<file path="config.mk">
export PLATFORM = sky130hd
export DESIGN_NAME = branch_hazard_unit
export DESIGN_NICKNAME = d
export VERILOG_FILES = /design/src/rtl/branch_hazard_unit_pkg.sv /design/src/rtl/sat_counter.sv /design/src/rtl/branch_hazard_unit.sv
export SDC_FILE = /design/constraint.sdc
export NUM_CORES = 1
export LEC_CHECK = 0
export ABC_AREA = 1
export CAP_MARGIN = 30
export CORE_UTILIZATION = 50
export CTS_BUF_LIST = sky130_fd_sc_hd__clkbuf_16
export CTS_CLUSTER_SIZE = 8
export DETAILED_ROUTE_END_ITERATION = 12
export PLACE_DENSITY = 0.78
export SYNTH_ARGS = -nofsm -noshare
export SYNTH_HDL_FRONTEND = slang
export SYNTH_HIERARCHICAL = 1
export SYNTH_SLANG_ARGS = --single-unit
</file>
<file path="constraint.sdc">
create_clock -name clk -period 2.3 [get_ports clk]
set_clock_uncertainty 0.05 [all_clocks]
set_input_delay 0.46 -clock clk [delete_from_list [all_inputs] [get_ports clk]]
set_output_delay 0.46 -clock clk [all_outputs]
set_load 0.05 [all_outputs]
</file>
<file path="src/rtl/branch_hazard_unit_pkg.sv">
// Shared definitions for the ID-stage branch hazard unit.
//   bhu_state_t  : control FSM encoding (RUN / STALL / REDIRECT)
//   REG_ZERO     : the hard-wired zero register, never a hazard source
//   REDIR_CNT_W  : width of the redirect down-counter (REDIRECT_CYCLES <= 15)
package branch_hazard_unit_pkg;

    typedef enum logic [1:0] {
        ST_RUN      = 2'd0,
        ST_STALL    = 2'd1,
        ST_REDIRECT = 2'd2
    } bhu_state_t;

    localparam int unsigned REG_ZERO    = 0;
    localparam int unsigned REDIR_CNT_W = 4;

endpackage

</file>
<file path="src/rtl/sat_counter.sv">
// Saturating up-counter: increments on inc, sticks at all-ones.
// Ports: clk, rst_n (synchronous, active-low), inc, count[CNT_W-1:0].
module sat_counter #(
    parameter int unsigned CNT_W = 16
) (
    input  logic             clk,
    input  logic             rst_n,
    input  logic             inc,
    output logic [CNT_W-1:0] count
);

    always_ff @(posedge clk) begin
        if (!rst_n) begin
            count <= '0;
        end else if (inc && (count != '1)) begin
            count <= count + CNT_W'(1);
        end
    end

endmodule

</file>
<file path="src/rtl/branch_hazard_unit.sv">
// ID-stage branch hazard detector with redirect flush, stall watchdog and
// saturating stall/flush performance counters.
// Ports:
//   clk, rst_n                      : clock, synchronous active-low reset
//   id_*                            : ID-stage instruction decode info
//   ex_regwe/ex_rw                  : EX-stage register producer
//   mem_ramtoreg/mem_rw/mem_ready   : MEM-stage load producer and data ready
//   stall_ext                       : global freeze, holds FSM and counters
//   stall_f/stall_d/flush_e         : hazard stall (combinational)
//   flush_d                         : IF/ID flush for redirects (combinational)
//   err                             : sticky stall watchdog flag
//   stall_cnt/flush_cnt             : saturating performance counters
module branch_hazard_unit
    import branch_hazard_unit_pkg::*;
#(
    parameter int unsigned REG_AW          = 5,
    parameter int unsigned REDIRECT_CYCLES = 1,
    parameter int unsigned MAX_STALL       = 16,
    parameter int unsigned CNT_W           = 16
) (
    input  logic              clk,
    input  logic              rst_n,
    input  logic              id_valid,
    input  logic [REG_AW-1:0] id_rs,
    input  logic [REG_AW-1:0] id_rt,
    input  logic              id_jmp_need_reg,
    input  logic              id_jmp_imm,
    input  logic              id_jmp_reg,
    input  logic              id_jmp_branch,
    input  logic              ex_regwe,
    input  logic [REG_AW-1:0] ex_rw,
    input  logic              mem_ramtoreg,
    input  logic [REG_AW-1:0] mem_rw,
    input  logic              mem_ready,
    input  logic              stall_ext,
    output logic              stall_f,
    output logic              stall_d,
    output logic              flush_e,
    output logic              flush_d,
    output logic              err,
    output logic [CNT_W-1:0]  stall_cnt,
    output logic [CNT_W-1:0]  flush_cnt
);

    localparam int unsigned WD_W = $clog2(MAX_STALL + 1);
    localparam logic [WD_W-1:0]        WD_MAX     = WD_W'(MAX_STALL);
    localparam logic [REDIR_CNT_W-1:0] REDIR_INIT = REDIR_CNT_W'(REDIRECT_CYCLES - 1);
    localparam bit                     MULTI      = (REDIRECT_CYCLES > 1);

    function automatic logic src_hit(input logic [REG_AW-1:0] x,
                                     input logic [REG_AW-1:0] rs,
                                     input logic [REG_AW-1:0] rt);
        return (x != REG_AW'(REG_ZERO)) && ((x == rs) || (x == rt));
    endfunction

    logic ex_hit;
    logic mem_hit;
    logic hazard;
    logic transfer;

    bhu_state_t             state_q;
    logic [REDIR_CNT_W-1:0] redir_q;
    logic [WD_W-1:0]        wd_q;
    logic                   err_q;

    // Dependency detection; a ready MEM load is forwarded, so it never stalls.
    assign ex_hit   = id_jmp_need_reg & ex_regwe & src_hit(ex_rw, id_rs, id_rt);
    assign mem_hit  = id_jmp_need_reg & mem_ramtoreg & src_hit(mem_rw, id_rs, id_rt)
                      & ~mem_ready;
    assign hazard   = id_valid & (ex_hit | mem_hit);
    assign transfer = id_valid & (id_jmp_imm | id_jmp_reg | id_jmp_branch);

    // A stall always masks the flush so the held instruction is not lost.
    assign stall_f = hazard;
    assign stall_d = hazard;
    assign flush_e = hazard;
    assign flush_d = ~hazard & (transfer | (state_q == ST_REDIRECT));
    assign err     = err_q;

    // Control FSM: stall tracking with watchdog, and redirect flush extension.
    always_ff @(posedge clk) begin
        if (!rst_n) begin
            state_q <= ST_RUN;
            redir_q <= '0;
            wd_q    <= '0;
            err_q   <= 1'b0;
        end else if (!stall_ext) begin
            unique case (state_q)
                ST_RUN: begin
                    if (hazard) begin
                        state_q <= ST_STALL;
                        wd_q    <= WD_W'(1);
                    end else if (transfer && MULTI) begin
                        state_q <= ST_REDIRECT;
                        redir_q <= REDIR_INIT;
                    end
                end
                ST_STALL: begin
                    if (hazard) begin
                        // Watchdog only flags; the stall is never forcibly released.
                        if ((wd_q + WD_W'(1)) == WD_MAX) begin
                            err_q <= 1'b1;
                            wd_q  <= '0;
                        end else begin
                            wd_q <= wd_q + WD_W'(1);
                        end
                    end else begin
                        wd_q <= '0;
                        if (transfer && MULTI) begin
                            state_q <= ST_REDIRECT;
                            redir_q <= REDIR_INIT;
                        end else begin
                            state_q <= ST_RUN;
                        end
                    end
                end
                ST_REDIRECT: begin
                    redir_q <= redir_q - REDIR_CNT_W'(1);
                    if (redir_q == REDIR_CNT_W'(1)) begin
                        state_q <= ST_RUN;
                    end
                end
                default: begin
                    state_q <= ST_RUN;
                end
            endcase
        end
    end

    sat_counter #(.CNT_W(CNT_W)) u_stall_cnt (
        .clk   (clk),
        .rst_n (rst_n),
        .inc   (hazard & ~stall_ext),
        .count (stall_cnt)
    );

    sat_counter #(.CNT_W(CNT_W)) u_flush_cnt (
        .clk   (clk),
        .rst_n (rst_n),
        .inc   (transfer & ~hazard & ~stall_ext),
        .count (flush_cnt)
    );

endmodule

</file>
==> impl_metrics.ini, run 1 <==
[run_status]
status = finished, final reports clean

[grt]
grt_util_all_layers = 0.235
grt_max_degree = 36
antenna_found_initial = 0
grt_pass1_vias = 2733
grt_pass1_wl_mm = 11.5
grt_overflow = 0

[clocking]
clkTransAtPathRegs_ns = 0.06
cts_buffers = 5
clockBufferDepth = 2
cts_tree = done
cts.sink_count = 39
postCtsSetupBuffers = 0
worstSkewPairLatency_ns = 0.28
holdBufCountCts = 0
h-tree-depth = 2
cts_root_buffer = clkbuf_16

[pwr]
p_per_area_nw_per_um2 = 414
combinationalPowerShare = 0.137
vdd_drop_max_v = 0.000276
seqPwrFrac = 0.431
switching_power_mw = 0.407
power.total_mw = 1.59
clkPwrFrac = 0.432
swShare = 0.257
internal_power_mw = 1.18
p_leak_nw = 1.71

[worst_setup_path]
cp_slowest_cell = dlygate4sd2_1
endpoint_kind = flop
crit_path_start_kind = input port
path_cells = dlygate4sd2_1, inv_1, nand2_1, nand2_1, nor2_1, nand3_1, nand2_1, nand2_2, nand2_4, nand2_4, ha_2, nor2_2, inv_2, nor2_4, inv_2, nor2_2, and2_1, nand3_1, a21oi_1
path_class = in -> reg
crit_top_cell = nand2_1
crit_path_max_fanout = 4
critPathMaxStageDelay_ns = 0.24
cp.required_ns = 2.47
critical_path_arrival_ns = 2.34
rr_worst_depth = 6
r2r_setup_slack_ns = 0.75

[detailed_routing]
post_drt_via_cell_ratio = 4.91
wire_per_inst_microns = 10.9
ant_nets = 0
vias = 2999
drc = 0
routed_wl_mm = 6.65
drt-pass1-iter-count = 4
drt_iter0_markers = 118

[sta]
max_freq_mhz = 460
hold_violations = 0
fin_crit_sh = 0.946
hold-worst-slack_ns = 0.443
worst_pin_slew_ns = 0.503
min_period_ns = 2.18
maxSlewViolCount = 0
slew_headroom = 0.663
setup_viol = 0

[synthesis]
synth_nets = 491
yosys_warnings = 6
synth_area_sq_um = 2840
synth_area_per_cell_sq_um = 6.23
synth_cell_type_count = 27
seq_area_frac_synth = 0.275
ys_ff_latch = 39
synth_ff_type = dfxtp_1
synthArstFlopShare = 0
synthCells = 455
synth_edf_count = 0

[finish]
diodes = 0
final_area_sq_um = 3830
fillers = 499
post-route-util = 0.700
layout-drive-gt1-share = 0.176
stdcell_count = 611
area_growth_pct = 35.0
nets = 574

[die]
num_io_pins = 68
die_area_sq_um = 5980
num_rows = 27
coreArea_sq_um = 5470
die_w_microns = 77.3
start_util = 0.518
die_y_microns = 77.3

[job]
cap_violations = 0

[place]
port_buffers = 67
post-place-cells = 603
gp_congestion = 0.873
placed_area_sq_um = 3670
hpwl_mm = 5.04

[min_path]
hold_depth = 2
hp-class = reg -> reg
power groups by stage:
stage | Sequential (mW) | Combinational (mW) | Clock (mW)
global route | 0.684 | 0.241 | 0.723
global placement | 0.699 | 0.217 | 0
finish | 0.684 | 0.217 | 0.685
detailed placement | 0.699 | 0.222 | 0
CTS | 0.684 | 0.214 | 0.700
floorplan | 0.709 | 0.108 | 0
worst paths after layout:
kind,startpoint,end
setup / recovery,id_rs[1],wd_q[4]
hold / removal,wd_q[3],wd_q[3]
setup reg to reg,u_flush_cnt/count[0],u_flush_cnt/count[14]
hold reg to reg,wd_q[3],wd_q[3]
cell type report:
class / count / area, sq um / share of cell area
Sequential cell: 39 / 781 / 0.204
Timing Repair Buffer: 84 / 816 / 0.213
Tap cell: 72 / 90.1 / 0.0235
Inverter: 49 / 189 / 0.0493
Multi-Input combinational cell: 359 / 1810 / 0.472
Clock inverter: 3 / 20.0 / 0.00523
Clock buffer: 5 / 125 / 0.0327
critical path: cells and delay by family:
kind,cells,cell delay (ns)
AOI/OAI and AO/OA,1,0.13
adders and majority gates,1,0.18
buffers and inverters,4,0.43
and+or+nand+nor,13,1.13
placed cells by master, fill, tap and decap left out, drive strengths merged, types with 8 or more instances in the layout:
cell,count
nand2,153
inv,49
dfxtp,39
nand3,36
clkdlybuf4s15,11
nor2,118
nand4,8
a21oi,20
buf,21
clkdlybuf4s50,43
clkbuf,8
kinds of logic after synthesis:
family / Yosys count / share of synthesized area
simple gates: 323 / 0.537
flops: 39 / 0.275
buf+inv: 57 / 0.0993
compound gates: 24 / 0.0450
xor+xnor: 7 / 0.0216
fa+ha+maj: 5 / 0.0221
synthesized netlist by cell type, types with 2 or more instances:
master | instances | area (sq um)
nand3_1 | 36 | 180
or2_0 | 2 | 12.5
nand2_1 | 138 | 518
clkbuf_8 | 2 | 27.5
buf_12 | 2 | 40.0
dfxtp_1 | 39 | 781
nand4_2 | 2 | 25.0
xnor2_1 | 4 | 35.0
nor2_4 | 11 | 124
o21ai_0 | 2 | 10.0
inv_1 | 44 | 165
nor3_1 | 5 | 25.0
nand2_4 | 5 | 56.3
nor2_1 | 89 | 334
nor2_8 | 2 | 40.0
inv_2 | 5 | 18.8
nand4_1 | 6 | 37.5
nor2_2 | 16 | 100
xor2_1 | 3 | 26.3
nand2_2 | 10 | 62.6
a21oi_1 | 19 | 95.1
buf_4 | 4 | 30.0
ha_1 | 5 | 62.6
flip-flops by register name, summed over array words and instances, names as in the netlist:
name,count
wd_q,5
err,1
state_q,1
u_stall_cnt/count,16
u_flush_cnt/count,16
through the flow:
stage / TNS [ns] / setup slack [ns]
floorplan: 0 / 0.0917
global placement: -9.34 / -0.389
detailed placement: -11.41 / -0.438
CTS: 0 / 0.0954
global route: -0.00797 / -0.00797
finish: 0 / 0.124
timing repair:
action | CTS | global route
resized for setup | 30 | 22
pin swaps | 2 | 3
setup endpoints to repair | 23 | 11
layer usage:
metal	up-vias	part of all wire	track usage	routed length (microns)
li1	1570	-	-	-
met5	-	0	0	0
met1	1348	0.45	0.292	3020
met4	0	0.010	0.0604	68
met2	75	0.49	0.411	3280
met3	6	0.043	0.0464	287
(Power assumes the default switching activity.)
==> run 2, diff against run 1 <==
==> constraint.sdc (replaced) <==
create_clock -name clk -period 2.25 [get_ports clk]
set_clock_uncertainty 0.05 [all_clocks]
set_input_delay 0.45 -clock clk [delete_from_list [all_inputs] [get_ports clk]]
set_output_delay 0.45 -clock clk [all_outputs]
set_load 0.05 [all_outputs]
==> run 2 against run 1 <==
  * Combinational power increased by 3%
  * Via count grew 0.53%
  * Sequential cell count unchanged
  * First-iteration DRC count increased by 31%
  * Critical path depth decreased by 9
  * Non-clock buffer count is 2 higher
  * Clock-buffer cell count unchanged
==> impl_metrics.ini, run 2 (synthesis gave the netlist of run 1 again) <==
[finish]
reg_top3 = u_flush_cnt/count x16, u_stall_cnt/count x16, wd_q x5
area_growth_pct = 34.8
diodes = 0
fillers = 497
nets = 576
layout-drive-gt1-share = 0.189
stdcell_count = 613
layout_commonest_cell = nand2_1
final_area_sq_um = 3820
final_cell_mix = nand2_1, nor2_1, clkdlybuf4s50_1

[sta]
worst_pin_slew_ns = 0.495
min_period_ns = 2.16
max_freq_mhz = 463
hold-worst-slack_ns = 0.446
setup_viol = 0
fin_crit_sh = 0.959
hold_violations = 0
rsz0062_at_grt = false
slew_headroom = 0.669
maxSlewViolCount = 0

[detailed_routing]
wire_per_inst_microns = 10.9
vias = 3015
drc = 0
route.layer.met1.wl_mm = 2.99
routed_wl_mm = 6.67
drt_iter0_markers = 155
route.top_layer_used = met4
ant_nets = 0
drt-pass1-iter-count = 4
post_drt_via_cell_ratio = 4.92
wl_met3_microns = 285
dr_wl_met2_mm = 3.28

[die]
die_w_microns = 77.3
die_y_microns = 77.3
num_rows = 27
num_io_pins = 68
coreArea_sq_um = 5470
start_util = 0.518
die_area_sq_um = 5980

[place]
placed_area_sq_um = 3670
post-place-cells = 604
gp_congestion = 0.875
hpwl_mm = 5.11
port_buffers = 67

[grt]
antenna_found_initial = 0
grt_pass1_wl_mm = 11.3
grt_overflow = 0
grt_util_all_layers = 0.230
grt_max_degree = 36
grt_pass1_vias = 2687

[worst_setup_path]
cp_num_buf_inv = 4
cp_slowest_cell = dlygate4sd2_1
path_class = in -> out
critPathMaxStageDelay_ns = 0.26
crit_path_start_kind = input port
endpoint_kind = output port
r2r-end = u_flush_cnt/count[14]
crit_path_max_fanout = 4
critPathTopFamily = buffers and inverters
r2r_setup_slack_ns = 0.69
r2r_start = u_flush_cnt/count[0]
crit_top_cell = buf_4
rr_worst_depth = 6
cp.required_ns = 1.75
path_cells = dlygate4sd2_1, buf_4, xnor2_2, nand3_1, nand2_1, nand2_2, nand2_4, buf_4, nor2_2, buf_12
critical_path_arrival_ns = 1.66
startpoint = id_rt[4]

[min_path]
hp-class = reg -> reg
holdPathEnd = wd_q[3]
hold_depth = 2
holdCritStartpoint = wd_q[3]

[clocking]
cts_tree = done
h-tree-depth = 2
cts_root_buffer = clkbuf_16
cts_buffers = 5
clockBufferDepth = 2
clkTransAtPathRegs_ns = 0.06
holdBufCountCts = 0
cts.sink_count = 39
worstSkewPairLatency_ns = 0.28

[pwr]
p_leak_nw = 1.73
p_per_area_nw_per_um2 = 420
vdd_drop_max_v = 0.000347

[job]
cap_violations = 0

[run_status]
status = finished, final reports clean
==> run 2: cell count changes in the layout (fill, tap and decap cells not counted), sizes merged <==
cell | previous run | this run
clkinvlp | 2 | 1
clkbuf | 8 | 16
dlygate4sd2 | 6 | 3
buf | 21 | 23
clkdlybuf4s15 | 11 | 6
clkinv | 1 | 2
==> run 2: worst min-delay path: cells and delay by family, from the launching register on <==
kind	cells	cell delay (ns)
AOI/OAI and AO/OA	1	0.05
and+or+nand+nor	1	0.07
DFF	1	0.33
==> run 2: power by group <==
group / total (mW) / switching (mW) / internal [mW]
Clock: 0.681 / 0.278 / 0.403
Combinational: 0.224 / 0.121 / 0.103
Sequential: 0.699 / 0.00450 / 0.695
==> run 2: worst max path at each step <==
stage | cells after the start | end
after global routing | 17 | wd_q[4]
after global placement | 17 | u_stall_cnt/count[13]
final | 10 | flush_d
after CTS | 10 | flush_d
after detailed placement | 19 | wd_q[4]
after floorplan | 11 | stall_d
==> run 2: layer usage <==
metal / GRT usage / up-vias
met1: 0.284 / 1339
met4: 0.0868 / 0
met5: 0 / -
met2: 0.396 / 83
met3: 0.0405 / 11
li1: - / 1582
==> run 2: timing repair <==
item	in CTS	in global routing
pin swaps	2	6
endpoints found under the hold margin	0	0
gates resized for setup	28	36
setup buffers	0	1
setup endpoints to repair	29	13
==> run 2: per-stage QoR <==
stage	worst slack (ns)	setup TNS (ns)	util	power [mW]
after floorplan	0.0617	0	-	0.836
after detailed placement	-0.493	-12.76	0.671	0.942
after CTS	0.0510	0	0.697	1.61
final	0.0912	0	0.698	1.60
after global routing	0.000285	0	0.698	1.67
after global placement	-0.430	-11.09	0.671	0.938
==> run 2: final cells by class <==
type,count,area [sq um],area share
Multi-Input combinational cell,359,1830,0.478
Sequential cell,39,781,0.204
Tap cell,72,90.1,0.0236
Clock buffer,5,125,0.0327
Clock inverter,3,15.0,0.00393
Inverter,49,189,0.0494
Timing Repair Buffer,86,795,0.208
==> run 3, diff against run 2 <==
--- a/config.mk
+++ b/config.mk
@@ -7,12 +7,14 @@
 export LEC_CHECK = 0
 export ABC_AREA = 1
 export CAP_MARGIN = 30
-export CORE_UTILIZATION = 50
+export CORE_UTILIZATION = 64
 export CTS_BUF_LIST = sky130_fd_sc_hd__clkbuf_16
 export CTS_CLUSTER_SIZE = 8
 export DETAILED_ROUTE_END_ITERATION = 12
+export DONT_BUFFER_PORTS = 1
 export PLACE_DENSITY = 0.78
 export SYNTH_ARGS = -nofsm -noshare
 export SYNTH_HDL_FRONTEND = slang
 export SYNTH_HIERARCHICAL = 1
 export SYNTH_SLANG_ARGS = --single-unit
+export TNS_END_PERCENT = 50
==> run 3 against run 2 <==
  * Setup slack better by 0.13 ns
  * Largest power group is now the clock network
  * Cell area is 14% lower
  * Sequential power hardly changed
  * Clock-buffer cell count unchanged
  * Via count fell by 4.7%
  * Critical path depth is 1 higher
  * Sequential share of layout area up 3.4 points
  * Cell count decreased by 12%
==> impl_metrics.ini, run 3 (synthesis gave the netlist of run 1 again) <==
[run_status]
status = finished, final reports clean

[pwr]
vdd_drop_max_v = 0.000346
combinationalPowerShare = 0.075
switching_power_mw = 0.351
internal_power_mw = 1.38
swShare = 0.203
clkPwrFrac = 0.521
p_per_area_nw_per_um2 = 528
seqPwrFrac = 0.404
p_leak_nw = 1.57

[finish]
layout_commonest_cell = nand2_1
final_cell_mix = nand2_1, nor2_1, inv_1
post-route-util = 0.795
nets = 526
diodes = 0
layout-drive-gt1-share = 0.193
area_growth_pct = 15.4
reg_top3 = u_flush_cnt/count x16, u_stall_cnt/count x16, wd_q x5

[worst_setup_path]
cp.required_ns = 1.75
path_cells = inv_1, nand2_1, nand2_1, nor2_1, nand3_1, nand2_1, nand2_2, nand2_4, nand2_1, inv_1, buf_12
r2r-end = u_stall_cnt/count[14]
critPathMaxStageDelay_ns = 0.22
r2r_setup_slack_ns = 0.70
cp_num_buf_inv = 3
path_class = in -> out
r2r_start = u_stall_cnt/count[9]
rr_worst_depth = 6
path_depth = 11
crit_top_cell = nand2_1
cp_slowest_cell = buf_12
endpoint_kind = output port
crit_path_start_kind = input port
critical_path_arrival_ns = 1.52
critPathTopFamily = simple AND/OR/NAND/NOR gates
crit_path_max_fanout = 8

[sta]
fin_crit_sh = 0.900
setup_viol = 0
rsz0062_at_grt = false
slew_headroom = 0.664
maxSlewViolCount = 0
hold_violations = 0
worst_pin_slew_ns = 0.503
max_freq_mhz = 494
min_period_ns = 2.02
fin_tns_setup_ns = 0

[grt]
use_met2 = 0.500
grt_pass1_wl_mm = 9.92
grt_pass1_vias = 2457
top_usage_layer = met2
grt_overflow = 0
grt_use_met3 = 0.0691
antenna_found_initial = 0
grt_max_degree = 36
grt_util_all_layers = 0.278
met1_usage = 0.313

[clocking]
cts_root_buffer = clkbuf_16
clockBufferDepth = 2
cts_buffers = 5
holdBufCountCts = 0
cts.sink_count = 39
h-tree-depth = 2
worstSkewPairLatency_ns = 0.28
clkTransAtPathRegs_ns = 0.06
cts_tree = done
postCtsSetupBuffers = 0
cts_resized = 0

[min_path]
holdPathEnd = u_flush_cnt/count[3]
hold_depth = 2
holdCritStartpoint = rst_n
hp-class = in -> reg

[job]
cap_violations = 0

[detailed_routing]
wire_per_inst_microns = 11.5
vias = 2873
ant_nets = 0
drc = 0
drt-pass1-iter-count = 5
drt_iter0_markers = 173
routed_wl_mm = 6.20
post_drt_via_cell_ratio = 5.31

[place]
hpwl_mm = 4.67
gp_congestion = 0.847
port_buffers = 0

[die]
die_area_sq_um = 4700
coreArea_sq_um = 4120
num_io_pins = 68
die_y_microns = 68.6
num_rows = 23
die_w_microns = 68.6
start_util = 0.689
[run 3: changes by cell type in the layout (fill, tap and decap cells not counted), sizes merged, moves of 3 or more]
cell / change
buf: +13
clkbuf: -11
clkdlybuf4s50: -43
clkdlybuf4s15: -6
dlygate4sd2: -3
[run 3: per-layer routing]
metal	share of wire	wire length, microns	up-vias
met5	0	0	-
met4	0.011	70	0
met3	0.068	420	8
met2	0.49	3020	109
met1	0.43	2690	1276
li1	-	-	1480
[run 3: worst max path at each step]
stage	startpoint	to
after global routing	mem_rw[2]	wd_q[4]
after CTS	mem_rw[2]	flush_e
after floorplan	mem_rw[2]	stall_d
after global placement	mem_rw[2]	u_stall_cnt/count[14]
final	mem_rw[2]	flush_e
after detailed placement	mem_rw[2]	u_stall_cnt/count[13]
[run 3: area by class of cell]
class | count | area, sq um
multi-input combinational | 359 | 1770
timing repair buffer | 36 | 283
sequential | 39 | 781
clock buffer | 5 | 125
fill | 327 | 843
clock inverter | 3 | 63.8
tap | 50 | 62.6
inverter | 49 | 184
[run 3: metrics by stage]
step	power (mW)	setup slack, ns	instances	cell area (sq um)	hold slack, ns
finish	1.73	0.226	541	3270	0.237
global route	1.78	0.0605	541	3270	0.237
CTS	1.74	0.216	541	3270	0.235
detailed placement	0.842	0.00419	533	3080	0.426
global placement	0.839	0.0610	533	3080	0.429
floorplan	0.836	0.0617	455	2840	0.405
[run 3: power groups by stage]
stage	registers, mW	logic, mW	clock network, mW
2_1_floorplan	0.725	0.111	0
3_3_place_gp	0.713	0.126	0
3_5_place_dp	0.713	0.129	0
4_1_cts	0.698	0.129	0.916
5_1_grt	0.699	0.145	0.936
6_report	0.698	0.129	0.899
